--- src/rtl/lockstep_periph_master.sv ---
// Single-outstanding peripheral bus master.
// Accepts one local command, issues it on the peripheral request channel,
// waits for the matching response and returns it as a one-cycle pulse.
// A saturating per-phase timeout turns a missing grant or a missing
// response into an error response.
module lockstep_periph_master #(
  parameter int ID_WIDTH   = 2,
  parameter int ADDR_WIDTH = 32,
  parameter int DATA_WIDTH = 32,
  parameter int MASTER_ID  = 0,
  parameter int TIMEOUT    = 255
) (
  input  logic                    clk_i,
  input  logic                    rst_ni,
  // local command side
  input  logic                    cmd_valid_i,
  output logic                    cmd_ready_o,
  input  logic                    cmd_wen_i,
  input  logic [ADDR_WIDTH-1:0]   cmd_addr_i,
  input  logic [DATA_WIDTH-1:0]   cmd_wdata_i,
  input  logic [DATA_WIDTH/8-1:0] cmd_be_i,
  output logic                    rsp_valid_o,
  output logic [DATA_WIDTH-1:0]   rsp_rdata_o,
  output logic                    rsp_err_o,
  // peripheral request channel
  output logic                    req_o,
  output logic [ADDR_WIDTH-1:0]   add_o,
  output logic                    wen_o,
  output logic [DATA_WIDTH-1:0]   wdata_o,
  output logic [DATA_WIDTH/8-1:0] be_o,
  output logic [ID_WIDTH-1:0]     id_o,
  input  logic                    gnt_i,
  // peripheral response channel
  input  logic                    r_valid_i,
  input  logic                    r_opc_i,
  input  logic [ID_WIDTH-1:0]     r_id_i,
  input  logic [DATA_WIDTH-1:0]   r_rdata_i,
  output logic                    busy_o
);

  localparam logic [1:0] S_IDLE     = 2'd0;
  localparam logic [1:0] S_REQ      = 2'd1;
  localparam logic [1:0] S_WAIT_RSP = 2'd2;
  localparam logic [1:0] S_RESP     = 2'd3;

  localparam logic [ID_WIDTH-1:0] MID      = ID_WIDTH'(MASTER_ID);
  localparam logic [15:0]         TO_LIMIT = 16'(TIMEOUT);

  // Counter increment that sticks at all-ones instead of wrapping.
  function automatic logic [15:0] sat_inc(input logic [15:0] v);
    return (v == 16'hFFFF) ? v : v + 16'd1;
  endfunction

  logic [1:0]              state;
  logic [15:0]             cnt;
  logic [15:0]             cnt_inc;
  logic                    timed_out;

  // command stage registers (held until the next accepted command)
  logic                    wen_p0;
  logic [ADDR_WIDTH-1:0]   addr_p0;
  logic [DATA_WIDTH-1:0]   wdata_p0;
  logic [DATA_WIDTH/8-1:0] be_p0;
  logic [ID_WIDTH-1:0]     id_p0;

  // response stage registers
  logic [DATA_WIDTH-1:0]   rdata_p1;
  logic                    err_p1;

  assign cnt_inc   = sat_inc(cnt);
  assign timed_out = (cnt_inc >= TO_LIMIT);

  // FSM, phase timeout counter, command capture and response capture.
  always_ff @(posedge clk_i) begin
    if (!rst_ni) begin
      state    <= S_IDLE;
      cnt      <= 16'd0;
      wen_p0   <= 1'b0;
      addr_p0  <= '0;
      wdata_p0 <= '0;
      be_p0    <= '0;
      id_p0    <= '0;
      rdata_p1 <= '0;
      err_p1   <= 1'b0;
    end else begin
      case (state)
        // command accept -> request stage
        S_IDLE: begin
          if (cmd_valid_i) begin
            wen_p0   <= cmd_wen_i;
            addr_p0  <= cmd_addr_i;
            wdata_p0 <= cmd_wdata_i;
            be_p0    <= cmd_be_i;
            id_p0    <= MID;
            cnt      <= 16'd0;
            state    <= S_REQ;
          end
        end
        // request stage -> response wait (grant beats a same-cycle timeout)
        S_REQ: begin
          if (gnt_i) begin
            cnt   <= 16'd0;
            state <= S_WAIT_RSP;
          end else if (timed_out) begin
            rdata_p1 <= '0;
            err_p1   <= 1'b1;
            cnt      <= 16'd0;
            state    <= S_RESP;
          end else begin
            cnt <= cnt_inc;
          end
        end
        // response wait -> response stage
        S_WAIT_RSP: begin
          if (r_valid_i) begin
            rdata_p1 <= wen_p0 ? r_rdata_i : '0;
            err_p1   <= r_opc_i | (r_id_i != MID);
            cnt      <= 16'd0;
            state    <= S_RESP;
          end else if (timed_out) begin
            rdata_p1 <= '0;
            err_p1   <= 1'b1;
            cnt      <= 16'd0;
            state    <= S_RESP;
          end else begin
            cnt <= cnt_inc;
          end
        end
        S_RESP: begin
          cnt   <= 16'd0;
          state <= S_IDLE;
        end
        default: begin
          cnt   <= 16'd0;
          state <= S_IDLE;
        end
      endcase
    end
  end

  assign cmd_ready_o = (state == S_IDLE);
  assign busy_o      = (state != S_IDLE);
  assign req_o       = (state == S_REQ);
  assign add_o       = addr_p0;
  assign wen_o       = wen_p0;
  assign wdata_o     = wdata_p0;
  assign be_o        = be_p0;
  assign id_o        = id_p0;
  assign rsp_valid_o = (state == S_RESP);
  assign rsp_rdata_o = rdata_p1;
  assign rsp_err_o   = err_p1;

endmodule

--- config.mk ---
export PLATFORM = sky130hd
export DESIGN_NAME = lockstep_periph_master
export DESIGN_NICKNAME = d
export VERILOG_FILES = /design/src/rtl/lockstep_periph_master.sv
export SDC_FILE = /design/constraint.sdc
export NUM_CORES = 1
export LEC_CHECK = 0
export BUFFER_PORTS_ARGS = -buffer_cell sky130_fd_sc_hd__buf_2
export CAP_MARGIN = 20
export CELL_PAD_IN_SITES_DETAIL_PLACEMENT = 0
export CELL_PAD_IN_SITES_GLOBAL_PLACEMENT = 1
export CORE_MARGIN = 2
export CORE_UTILIZATION = 37
export CTS_BUF_LIST = sky130_fd_sc_hd__clkbuf_16
export CTS_CLUSTER_SIZE = 10
export DETAILED_ROUTE_END_ITERATION = 10
export PLACE_DENSITY = 0.87
export SKIP_CTS_REPAIR_TIMING = 1
export SLEW_MARGIN = 20
export SYNTH_ARGS = -nofsm -noshare
export SYNTH_HDL_FRONTEND = slang
export SYNTH_SLANG_ARGS = --single-unit
--- constraint.sdc ---
create_clock -name clk_i -period 3.4 [get_ports clk_i]
set_input_delay 0.68 -clock clk_i [delete_from_list [all_inputs] [get_ports clk_i]]
set_output_delay 0.68 -clock clk_i [all_outputs]
set_load 0.01 [all_outputs]
Yosys cells after proc, flatten, opt, wreduce, memory -nomap -nowiden
Cells that the tools add are included.
Widths: inputs -> output; s select.
{"block": "word_totals", "regBits": 120, "inputBits": 109, "out_inout_bits": 108, "word_cells": 43}
{"block": "op_classes", "n_addsub": 1, "order_cmp": 1, "eq_ne": 6, "mux": 20, "n_bitwise": 1, "n_reduce_logical": 6}
{"op": "$mux 32", "n": 4}
{"op": "$mux 16", "n": 5}
{"op": "$pmux 16 s4", "n": 1}
{"op": "$pmux 32 s2", "n": 1}
{"op": "$add 16x1->16 const B", "n": 1}
{"op": "$eq 16x16->1 const B", "n": 1}
{"op": "$ge 16x8->1 const B", "n": 1}
{"op": "$mux 2", "n": 4}
{"op": "$pmux 2 s4", "n": 1}
{"op": "$reduce_bool 2->1", "n": 3}
{"op": "$eq 2x2->1 const B", "n": 2}
{"op": "$ne 2x2->1 const B", "n": 2}
{"op": "$reduce_and 2->1", "n": 2}
{"op": "$mux 1", "n": 3}
{"op": "$eq 2x1->1 const B", "n": 1}
{"op": "$logic_not 2->1", "n": 1}
{"op": "$pmux 1 s2", "n": 1}
{"op": "$or 1x1->1", "n": 1}

Logic depth before layout (Yosys ltp)
Gate-level depths: netlist of the first run.
{"block": "depth", "word_depth": 6, "depth_mapped": 10}

Worst setup path before layout of the first run
OpenSTA, ideal clock, no wires.
{"block": "synth_timing", "kind": "register to register", "startpoint": "reg cnt[0]", "endpoint": "reg rdata_p1[25] (netlist: rsp_rdata_o[25])", "setup_ns": 0.124, "t_arrival_ns": 2.075, "setup_slack_ns": 1.201, "stages_incl_launch_ff": 9, "cell_sequence": "dfxtp_1 > ha_1 > nand4_2 > nor4_4 > a21oi_1 > a311o_2 > a31oi_4 > buf_6 > a31oi_2"}
{"block": "synth_between", "elab_chain_len": 6}
{"item": "start, declared", "line": "55", "source": "logic [15:0] cnt;"}
{"item": "start signal, assigned", "line": "110", "source": "cnt <= cnt_inc;"}
{"item": "start signal, assigned", "line": "126", "source": "cnt <= cnt_inc;"}
{"item": "$add 16x1->16 or $eq 16x16->1 (tied branches)", "line": "51", "source": "return (v == 16'hFFFF) ? v : v + 16'd1;"}
{"item": "$mux 16 *", "line": "51"}
{"item": "$ge 16x8->1 *", "line": "71", "source": "assign timed_out = (cnt_inc >= TO_LIMIT);"}
{"item": "$mux 32 *"}
{"item": "$mux 32 (on tied branches)"}
{"item": "$pmux 32 s2 *"}
{"item": "end signal, assigned", "line": "116", "source": "rdata_p1 <= wen_p0 ? r_rdata_i : '0;"}
{"item": "end, declared", "line": "67", "source": "logic [DATA_WIDTH-1:0] rdata_p1;"}
Every way passes the cells marked *; elsewhere a longest branch is shown, timed or not. The select of a mux whose other input is x is not followed.
A chain may end at the register's enable or synchronous reset.

Worst setup path in the final report of the first run
{"block": "layout_timing", "startpoint": "reg cnt[0]", "endpoint": "reg cnt[1]"}
{"block": "layout_between", "elab_chain_len": 6}
{"item": "$add 16x1->16 or $eq 16x16->1 (tied branches)", "line": "51"}
{"item": "$mux 16 *", "line": "51"}
{"item": "$ge 16x8->1", "line": "71"}
{"item": "$mux 16 *", "line": "104, 120"}
{"item": "$mux 16 (on tied branches)", "line": "115, 101"}
{"item": "$pmux 16 s4 *", "line": "86", "source": "case (state)"}
Every way passes the cells marked *; elsewhere a longest branch is shown, timed or not.

==> key figures, run 1 <==
Outcome
  – Status: completed

Power
  – Combinational power share: 20.0%
  – Sequential Power Share: 39.8%
  – Cell internal pwr: 2794 µW
  – Power Dens Cells: 562.3 nW/µm²
  – Switching portion of total power: 29.63%
  – Maximum vdd ir drop: 0.0004009 V
  – Psw: 1176 µW
  – Clock power share: 40.1%
  – Total power: 3970 µW
  – Pleak: 0.003210 µW

Critical path
  – Top cell by count, worst path: nand4_1
  – CP delay by family, top: compound AO/OA/AOI/OAI gates
  – CP peak stage delay: 0.79 ns
  – Critical path depth: 7
  – Worst Reg-to-Reg Cells: 7
  – Setup crit start kind: flip-flop
  – WP data required: 3.73 ns
  – CP Capture Type: flip-flop
  – Crit Path Class: flip-flop to flip-flop
  – Worst Path Arrival: 3.04 ns
  – Critical path fanouts, max: 12
  – Critical-path cell list: ha_1 > nand3_1 > nor2_1 > nand4_1 > a2111oi_4 > nand4_1 > a21boi_0
  – Worst path slowest cell: a2111oi_4
  – Crit path buf inv count: 0

Timing
  – Worst-Margin Slew: 0.7393 ns
  – Fmax achieved: 368.0 MHz
  – Final hold slack: 0.4576 ns
  – Relative slew slack: 50.71%
  – Final hold violation count: 0
  – Final Max Tran Viols: 0
  – Setup TNS: 0 ns
  – Period utilisation layout: 79.92%
  – Fin Clk Skew: 0.01030 ns
  – Setup-failing EPs final: 0
  – Unrepaired setup endpoints after global routing: no
  – Min cycle time layout: 2.717 ns

Clock tree
  – Clock Latency Late Sink: 0.41 ns
  – Clock Path Buffers: 2
  – Clock transition at the registers of the reported paths: 0.05 ns
  – Clock tree sinks: 120
  – Htree depth: 4
  – CTS buffer count: 17
  – CTS tree: yes
  – Clk root buf: clkbuf_16

Yosys
  – Number of synthesized flops with an enable pin: 0
  – Post-synthesis sequential area ratio: 44.40%
  – Ys flop type: dfxtp_1
  – Syn avg cell area: 8.336 µm²
  – Post-synth cell types: 50
  – Async set-reset flop share out of synthesis: 0%
  – Synth area leader: dfxtp_1
  – Synth top area cells: dfxtp_1, nand2_1, a21boi_0
  – Most frequent cell after synthesis: nand2_1
  – Yosys warns: 0
  – Post-synth top area share: 44.40%
  – Gate count of the mapped netlist: 649
  – Post-synth top cells: nand2_1, dfxtp_1, a21boi_0, nor2_1, and2_1
  – Mapped Area: 5410 µm²
  – Flops & latches, synth: 120

Die
  – Die Y: 124.9 µm
  – Ports: 217
  – Starting Density: 37.51%
  – Core area: 14420 µm²
  – Die ar.: 15610 µm²
  – FP Rows: 44
  – Chip width: 124.9 µm

Placement
  – DP Cell Count: 1001
  – Hpwl dp: 9769 µm
  – Gpl congestion: 0.8114
  – Port Buffers: 214

Detailed routing
  – Met2 routed wirelength: 7190 µm
  – DR top layer: met4
  – DR DRC count: 0
  – Final ANT Viol Nets: 0
  – WL/cell: 14.26 µm
  – Detailed Route WL: 14720 µm
  – Total number of vias: 5068
  – DRT Pass-1 Iters: 4
  – Vias per cell: 4.911
  – DR WL met3: 806 µm
  – M1 wire length: 6440 µm
  – DRT iter0 DRCs: 300

Cells and area
  – Filler cells: 1471
  – Fin util: 48.95%
  – Share of cells above drive strength 1: 30.90%
  – Final nets: 951
  – Multi-input gate area: 2708 µm²
  – Register area: 2402 µm²
  – Layout Cells excl Fill: 1032
  – Diodes inserted: 0
  – Synth-to-Final Area Change: 30.50%

Global routing
  – Largest net degree at the start of global routing: 127
  – Tot GR Track Use: 18.75%
  – First-pass GRT wire length: 24120 µm
  – Vias in the first global route: 4729
  – Grt ovf: 0
  – Initial antenna violation count: 0

Run
  – Max_cap viols: 0

Hold path
  – Hold Crit Class: flip-flop to flip-flop
  – Worst Hold Depth: 2
worst reg2reg max path: cells and delay by family (launching register included):
| kind | cells | cell delay [ns] |
|---|---|---|
| adders and majority gates | 1 | 0.35 |
| AOI/OAI and AO/OA | 2 | 0.99 |
| DFF | 1 | 0.44 |
| and+or+nand+nor | 4 | 0.86 |
cell usage in the layout (no fill, tap or decap), types with 7 or more instances in the layout:
cell and n:
and2_1 38, clkbuf_16 17, a41oi_1 8, o21ai_0 34, nand2_1 150, inv_1 10
dfxtp_1 120, nand3_1 8, nor2_1 46, buf_2 214, and3_1 14, a21boi_0 71
nand4_1 7, a31oi_1 32
metal layers:
metal / vias to the layer above / global-route usage (%)
met5: - / 0
met4: 0 / 6.144
met3: 24 / 5.455
met2: 132 / 30.60
met1: 2317 / 23.94
li1: 2595 / -
final timing paths:
check | startpoint | endpoint | slack, ns
setup / recovery | cnt[0] | cnt[1] | 0.68
hold / removal | add_o[22] | add_o[22] | 0.46
setup reg to reg | cnt[0] | cnt[1] | 0.68
hold reg to reg | add_o[22] | add_o[22] | 0.46
cell families (layout without fill, tap and decap cells):
kind of cell,after synthesis,after routing,synth area share [%]
multiplexers,1,1,0.1850
flip-flops,120,120,44.40
other,1,2,0.06931
XOR/XNOR,4,4,0.6475
AO/OA/AOI/OAI,170,170,22.62
buffers and inverters,62,260,5.689
AND/OR/NAND/NOR,285,285,25.00
adder cells (fa/ha/maj),6,6,1.388
metrics by stage:
| step | cell area [µm²] | setup slack (ns) |
|---|---|---|
| after floorplan | 5414 | 1.201 |
| after global placement | 6539 | 0.8297 |
| after detailed placement | 6539 | 0.7248 |
| after CTS | 7061 | 0.7264 |
| after global routing | 7061 | 0.4469 |
| final | 7061 | 0.6827 |
final cells by class:
type	count	area share [%]
Clock buffer	17	6.025
Clock inverter	14	1.365
Inverter	6	0.3190
Multi-Input combinational cell	468	38.35
Sequential cell	120	34.02
Tap cell	184	3.261
Timing Repair Buffer	223	16.66
flip-flops by register name, summed over array words and instances (netlist names):
register,flops
rsp_err_o,1
rsp_rdata_o,32
be_o,4
add_o,32
wdata_o,32
cnt,16
state,2
wen_o,1
power by group through the flow:
stage | Combinational, µW | Sequential, µW | Clock [µW]
final | 794 | 1580 | 1590
after global routing | 887 | 1600 | 1700
after CTS | 810 | 1580 | 1630
after detailed placement | 808 | 1610 | 0
after global placement | 805 | 1610 | 0
after floorplan | 438 | 1660 | 0
Note: power is estimated with default switching activity, not from simulation.
==> inputs of run 2 (changes only) <==
--- a/config.mk
+++ b/config.mk
@@ -10,11 +10,11 @@
 export CELL_PAD_IN_SITES_DETAIL_PLACEMENT = 0
 export CELL_PAD_IN_SITES_GLOBAL_PLACEMENT = 1
 export CORE_MARGIN = 2
-export CORE_UTILIZATION = 37
+export CORE_UTILIZATION = 31
 export CTS_BUF_LIST = sky130_fd_sc_hd__clkbuf_16
 export CTS_CLUSTER_SIZE = 10
 export DETAILED_ROUTE_END_ITERATION = 10
-export PLACE_DENSITY = 0.87
+export PLACE_DENSITY = 0.78
 export SKIP_CTS_REPAIR_TIMING = 1
 export SLEW_MARGIN = 20
 export SYNTH_ARGS = -nofsm -noshare
==> constraint.sdc (replaced) <==
create_clock -name clk_i -period 2.2 [get_ports clk_i]
set_input_delay 0.44 -clock clk_i [delete_from_list [all_inputs] [get_ports clk_i]]
set_output_delay 0.44 -clock clk_i [all_outputs]
set_load 0.01 [all_outputs]
==> key figures, run 2 (same netlist as run 1, synthesis figures left out) <==
Outcome
  – Status: completed

Hold path
  – Hold Crit Class: input port to flip-flop
  – Hold Startpoint: cmd_addr_i[25]

Power
  – Clock power share: 41.4% (+1.3 points)
  – Sequential Power Share: 38.0% (-1.8 points)
  – Psw: 1913 µW (+63%)
  – Combinational power share: 20.6% (+0.6 points)
  – Cell internal pwr: 4514 µW (+62%)
  – Maximum vdd ir drop: 0.0004879 V (+22%)
  – Power Dens Cells: 844.3 nW/µm² (+50%)
  – Pleak: 0.003400 µW (+5.9%)
  – Switching portion of total power: 29.76% (+0.13 points)

Clock tree
  – Clock Latency Late Sink: 0.41 ns (about the same)
  – Clock Path Buffers: 2 (unchanged)
  – CTS buffer count: 17 (unchanged)
  – Htree depth: 4 (unchanged)
  – Clk root buf: clkbuf_16
  – Clock transition at the registers of the reported paths: 0.06 ns (about the same)
  – Clock tree sinks: 120 (unchanged)
  – CTS tree: yes

Detailed routing
  – Final ANT Viol Nets: 0 (unchanged)
  – Vias per cell: 4.733 (-3.6%)
  – DRT iter0 DRCs: 240 (-20%)
  – Total number of vias: 5211 (+2.8%)
  – DR DRC count: 0 (unchanged)
  – Detailed Route WL: 16040 µm (+9.0%)
  – DRT Pass-1 Iters: 4 (unchanged)
  – WL/cell: 14.57 µm (+2.2%)

Global routing
  – First-pass GRT wire length: 24540 µm (+1.7%)
  – Initial antenna violation count: 1 (+1)
  – Tot GR Track Use: 16.61% (-2.1 points)
  – Grt ovf: 0 (unchanged)
  – Vias in the first global route: 4882 (+3.2%)
  – Largest net degree at the start of global routing: 127 (unchanged)

Cells and area
  – Most frequent cells in the layout: buf_2, nand2_1, dfxtp_1, a21boi_0, nor2_1
  – Most common cell after layout, fill and taps aside: buf_2
  – Filler cells: 1767 (+20%)
  – Synth-to-Final Area Change: 40.70%
  – Final nets: 978 (+2.8%)
  – Diodes inserted: 0 (unchanged)
  – Fin util: 44.32% (-4.6 points)
  – Share of cells above drive strength 1: 35.84% (+4.9 points)

Critical path
  – Critical path fanouts, max: 7 (-5)
  – WP data required: 2.53 ns (-1.20 ns)
  – Crit Path Class: flip-flop to flip-flop
  – Worst reg2reg path startpoint: cnt[1]
  – CP peak stage delay: 0.33 ns (-0.46 ns)
  – Worst Path Arrival: 2.50 ns (-0.54 ns)
  – Worst path slowest cell: dfxtp_2
  – CP delay by family, top: compound AO/OA/AOI/OAI gates
  – Setup crit start kind: flip-flop
  – Critical-path cell list: ha_4 > and3_4 > a311oi_2 > a41oi_2 > a211oi_4 > buf_4 > nand4_4 > clkbuf_16 > a31oi_1
  – CP Capture Type: flip-flop
  – Crit path buf inv count: 2 (+2)
  – Crit. Startpoint: cnt[1]

Timing
  – Setup WS post-layout: 0.03800 ns (-0.6447 ns)
  – Final hold slack: 0.2737 ns (-0.1839 ns)
  – Setup-failing EPs final: 0 (unchanged)
  – Final Max Tran Viols: 0 (unchanged)
  – Min cycle time layout: 2.162 ns (-0.5553 ns)
  – Period utilisation layout: 98.27% (+18 points)
  – Fmax achieved: 462.5 MHz (+26%)
  – Final hold violation count: 0 (unchanged)
  – Fin Clk Skew: 0.008565 ns (-0.001734 ns)

Die
  – Chip width: 136.1 µm (+9.0%)
  – FP Rows: 48 (+9.1%)
  – Core area: 17180 µm² (+19%)
  – Starting Density: 31.50% (-6.0 points)
  – Ports: 217 (unchanged)
  – Die Y: 136.1 µm (+9.0%)
  – Die ar.: 18520 µm² (+19%)

Placement
  – Hpwl dp: 10320 µm (+5.6%)
  – Port Buffers: 214 (unchanged)
  – Gpl congestion: 0.8252 (+1.7%)
  – Pre-CTS WS: -0.1174 ns (-0.8422 ns)

Run
  – Max_cap viols: 0 (unchanged)
-- run 2: worst paths after layout --
kind / end / slack, ns / depth (start not counted)
hold reg to reg: add_o[20] / 0.46 / 2
hold / removal: add_o[25] / 0.27 / 3
setup reg to reg: rsp_rdata_o[2] / 0.04 / 9
setup / recovery: rsp_rdata_o[2] / 0.04 / 9
-- run 2: power groups by stage --
| stage | Sequential (µW) | Clock, µW | Combinational [µW] |
|---|---|---|---|
| floorplan | 2570 | 0 | 676 |
| global placement | 2480 | 0 | 1290 |
| detailed placement | 2490 | 0 | 1290 |
| CTS | 2440 | 2720 | 1300 |
| global route | 2460 | 2820 | 1480 |
| finish | 2440 | 2660 | 1330 |
-- run 2: worst reg2reg max path, stage by stage, from the launching register on --
cell and delay, ns:
dfxtp_2 0.33, ha_4 0.19, and3_4 0.16, a311oi_2 0.28
a41oi_2 0.09, a211oi_4 0.28, buf_4 0.16, nand4_4 0.17
clkbuf_16 0.24, a31oi_1 0.18
-- run 2: through the flow --
| stage | cell area, µm² | total power (µW) | setup TNS (ns) | cells |
|---|---|---|---|---|
| 2_1_floorplan | 5414 | 3247 | 0 | 650 |
| 3_3_place_gp | 6755 | 3775 | -0.1300 | 1059 |
| 3_5_place_dp | 6755 | 3783 | -2.819 | 1059 |
| 4_1_cts | 7318 | 6466 | -3.236 | 1091 |
| 5_1_grt | 7612 | 6765 | -0.2092 | 1101 |
| 6_report | 7612 | 6427 | 0 | 1101 |
-- run 2: area by class of cell --
| cell class | count | area [µm²] | area share [%] |
|---|---|---|---|
| Clock buffer | 17 | 425.4 | 5.588 |
| Clock inverter | 15 | 137.6 | 1.808 |
| Timing Repair Buffer | 250 | 1521 | 19.99 |
| Inverter | 6 | 22.52 | 0.2959 |
| Sequential cell | 120 | 2416 | 31.74 |
| Multi-Input combinational cell | 468 | 2808 | 36.88 |
| Tap cell | 225 | 281.5 | 3.698 |
-- run 2: per-layer routing --
| metal | vias to the layer above | wire length, µm | GRT usage [%] |
|---|---|---|---|
| met1 | 2420 | 7272 | 20.60 |
| li1 | 2660 | - | - |
| met3 | 16 | 788 | 5.220 |
| met5 | - | 13 | 0 |
| met4 | 2 | 196 | 5.266 |
| met2 | 113 | 7770 | 27.41 |
==> inputs of run 3 (changes only) <==
--- a/config.mk
+++ b/config.mk
@@ -7,14 +7,12 @@
 export LEC_CHECK = 0
 export BUFFER_PORTS_ARGS = -buffer_cell sky130_fd_sc_hd__buf_2
 export CAP_MARGIN = 20
-export CELL_PAD_IN_SITES_DETAIL_PLACEMENT = 0
-export CELL_PAD_IN_SITES_GLOBAL_PLACEMENT = 1
 export CORE_MARGIN = 2
-export CORE_UTILIZATION = 31
+export CORE_UTILIZATION = 44
 export CTS_BUF_LIST = sky130_fd_sc_hd__clkbuf_16
 export CTS_CLUSTER_SIZE = 10
 export DETAILED_ROUTE_END_ITERATION = 10
-export PLACE_DENSITY = 0.78
+export PLACE_DENSITY = 0.79
 export SKIP_CTS_REPAIR_TIMING = 1
 export SLEW_MARGIN = 20
 export SYNTH_ARGS = -nofsm -noshare
==> key figures, run 3 (same netlist as run 1, synthesis figures left out) <==
Detailed routing
  – DRT iter0 DRCs: 304 (+27%)
  – M1 wire length: 6186 µm (-15%)
  – DR WL met3: 617 µm (-22%)
  – DR DRC count: 0 (unchanged)
  – Vias per cell: 5.174 (+9.3%)
  – Detailed Route WL: 14780 µm (-7.9%)
  – Final ANT Viol Nets: 0 (unchanged)
  – DR top layer: met4
  – WL/cell: 14.46 µm (-0.74%)
  – DRT Pass-1 Iters: 4 (unchanged)
  – Total number of vias: 5288 (+1.5%)
  – Met2 routed wirelength: 7627 µm (-1.8%)

Timing
  – Unrepaired setup endpoints after global routing: yes
  – Relative slew slack: 59.91%
  – Fin Clk Skew: 0.007569 ns (-0.0009957 ns)
  – Setup TNS: 0 ns (unchanged)
  – Period utilisation layout: 97.70% (-0.58 points)
  – Final Max Tran Viols: 0 (unchanged)
  – Setup-failing EPs final: 0 (unchanged)
  – Min cycle time layout: 2.149 ns (-0.01271 ns)
  – Worst-Margin Slew: 0.6014 ns
  – Final hold slack: 0.2691 ns (-0.004589 ns)
  – Fmax achieved: 465.3 MHz (+0.59%)
  – Final hold violation count: 0 (unchanged)

Critical path
  – Critical path fanouts, max: 33 (+26)
  – CP Capture Type: flip-flop
  – Crit Path Class: flip-flop to flip-flop
  – Worst Path Arrival: 2.44 ns (-0.06 ns)
  – Setup crit start kind: flip-flop
  – Crit. Startpoint: cnt[0]
  – Worst reg2reg path startpoint: cnt[0]
  – WP data required: 2.49 ns (-0.04 ns)

Clock tree
  – Clock transition at the registers of the reported paths: 0.05 ns (about the same)
  – Clock Latency Late Sink: 0.41 ns (about the same)
  – CTS tree: yes
  – Clock tree sinks: 120 (unchanged)
  – Clk root buf: clkbuf_16
  – CTS buffer count: 17 (unchanged)
  – Clock Path Buffers: 2 (unchanged)
  – Htree depth: 4 (unchanged)

Global routing
  – First-pass GRT wire length: 23220 µm (-5.4%)
  – Largest net degree at the start of global routing: 127 (unchanged)
  – Initial antenna violation count: 0 (-1)
  – Vias in the first global route: 4942 (+1.2%)
  – Grt ovf: 0 (unchanged)
  – Tot GR Track Use: 21.84% (+5.2 points)

Outcome
  – Status: completed

Placement
  – Port Buffers: 214 (unchanged)
  – Gpl congestion: 0.8892 (+7.8%)
  – Hpwl dp: 9951 µm (-3.6%)

Cells and area
  – Diodes inserted: 0 (unchanged)
  – Register area: 2405 µm² (-0.47%)
  – Share of cells above drive strength 1: 34.97% (-0.87 points)
  – Filler cells: 1083 (-39%)
  – Most frequent cells in the layout: buf_2, nand2_1, dfxtp_1, a21boi_0, nor2_1
  – Most common cell after layout, fill and taps aside: buf_2
  – Final nets: 978 (unchanged)
  – Synth-to-Final Area Change: 37.23%
  – Multi-input gate area: 2784 µm² (-0.85%)

Die
  – FP Rows: 40 (-17%)
  – Chip width: 114.9 µm (-16%)
  – Starting Density: 45.04% (+14 points)
  – Die Y: 114.9 µm (-16%)
  – Ports: 217 (unchanged)
  – Die ar.: 13200 µm² (-29%)
  – Core area: 12010 µm² (-30%)

Hold path
  – Hold Startpoint: cmd_addr_i[0]
  – Hold Crit Class: input port to flip-flop

Run
  – Max_cap viols: 0 (unchanged)

Power
  – Power Dens Cells: 865.2 nW/µm² (+2.5%)
  – Total power: 6424 µW (about the same)
  – Pleak: 0.003397 µW (-0.11%)
  – Maximum vdd ir drop: 0.0005051 V (+3.5%)
## run 3: cell types whose count changed in the layout (fill, tap and decap cells not counted), moves of 2 or more
cell	previous run	this run
clkinvlp_4	4	1
buf_6	6	3
clkinv_2	3	5
clkinv_4	2	0
dfxtp_1	111	118
dfxtp_2	8	2
clkbuf_16	21	19
buf_4	19	25
## run 3: critical path: stages (launching register included)
cell and delay [ns]:
dfxtp_2 0.33, ha_4 0.18, buf_4 0.15, xnor2_1 0.13
nor4b_2 0.24, a21oi_1 0.06, a311o_2 0.39, a31oi_4 0.20
buf_12 0.21, a31oi_2 0.11
## run 3: worst paths after layout
kind | end | slack, ns | cells after the start
max reg2reg | rsp_rdata_o[26] | 0.05 | 9
max | rsp_rdata_o[26] | 0.05 | 9
min reg2reg | add_o[26] | 0.46 | 2
min | add_o[0] | 0.27 | 3
## run 3: where the power goes
group,internal (µW),switching (µW)
combinational,513,783
sequential,2360,89.2
clock,1740,943
## run 3: through the flow
stage          util [%]  instances  setup WS, ns  instance area, µm²
6_report          61.81       1022       0.05071                7425
2_1_floorplan         -        650      0.001344                5414
3_5_place_dp      55.74        986      -0.02263                6695
4_1_cts           60.46       1017      -0.04822                7262
3_3_place_gp      55.74        986       0.01407                6695
5_1_grt           61.81       1022      -0.03510                7425
## run 3: metal layers
layer | GRT usage [%] | vias up
li1 | - | 2651
met1 | 25.61 | 2461
met2 | 38.39 | 148
met3 | 4.639 | 28
met4 | 9.639 | 0
met5 | 0 | -
## run 3: cell type report
class | instances | share of cell area (%)
Inverter | 6 | 0.3033
Multi-Input combinational cell | 468 | 37.50
Timing Repair Buffer | 250 | 19.70
Clock inverter | 14 | 1.904
Tap cell | 147 | 2.477
Clock buffer | 17 | 5.730
Sequential cell | 120 | 32.39
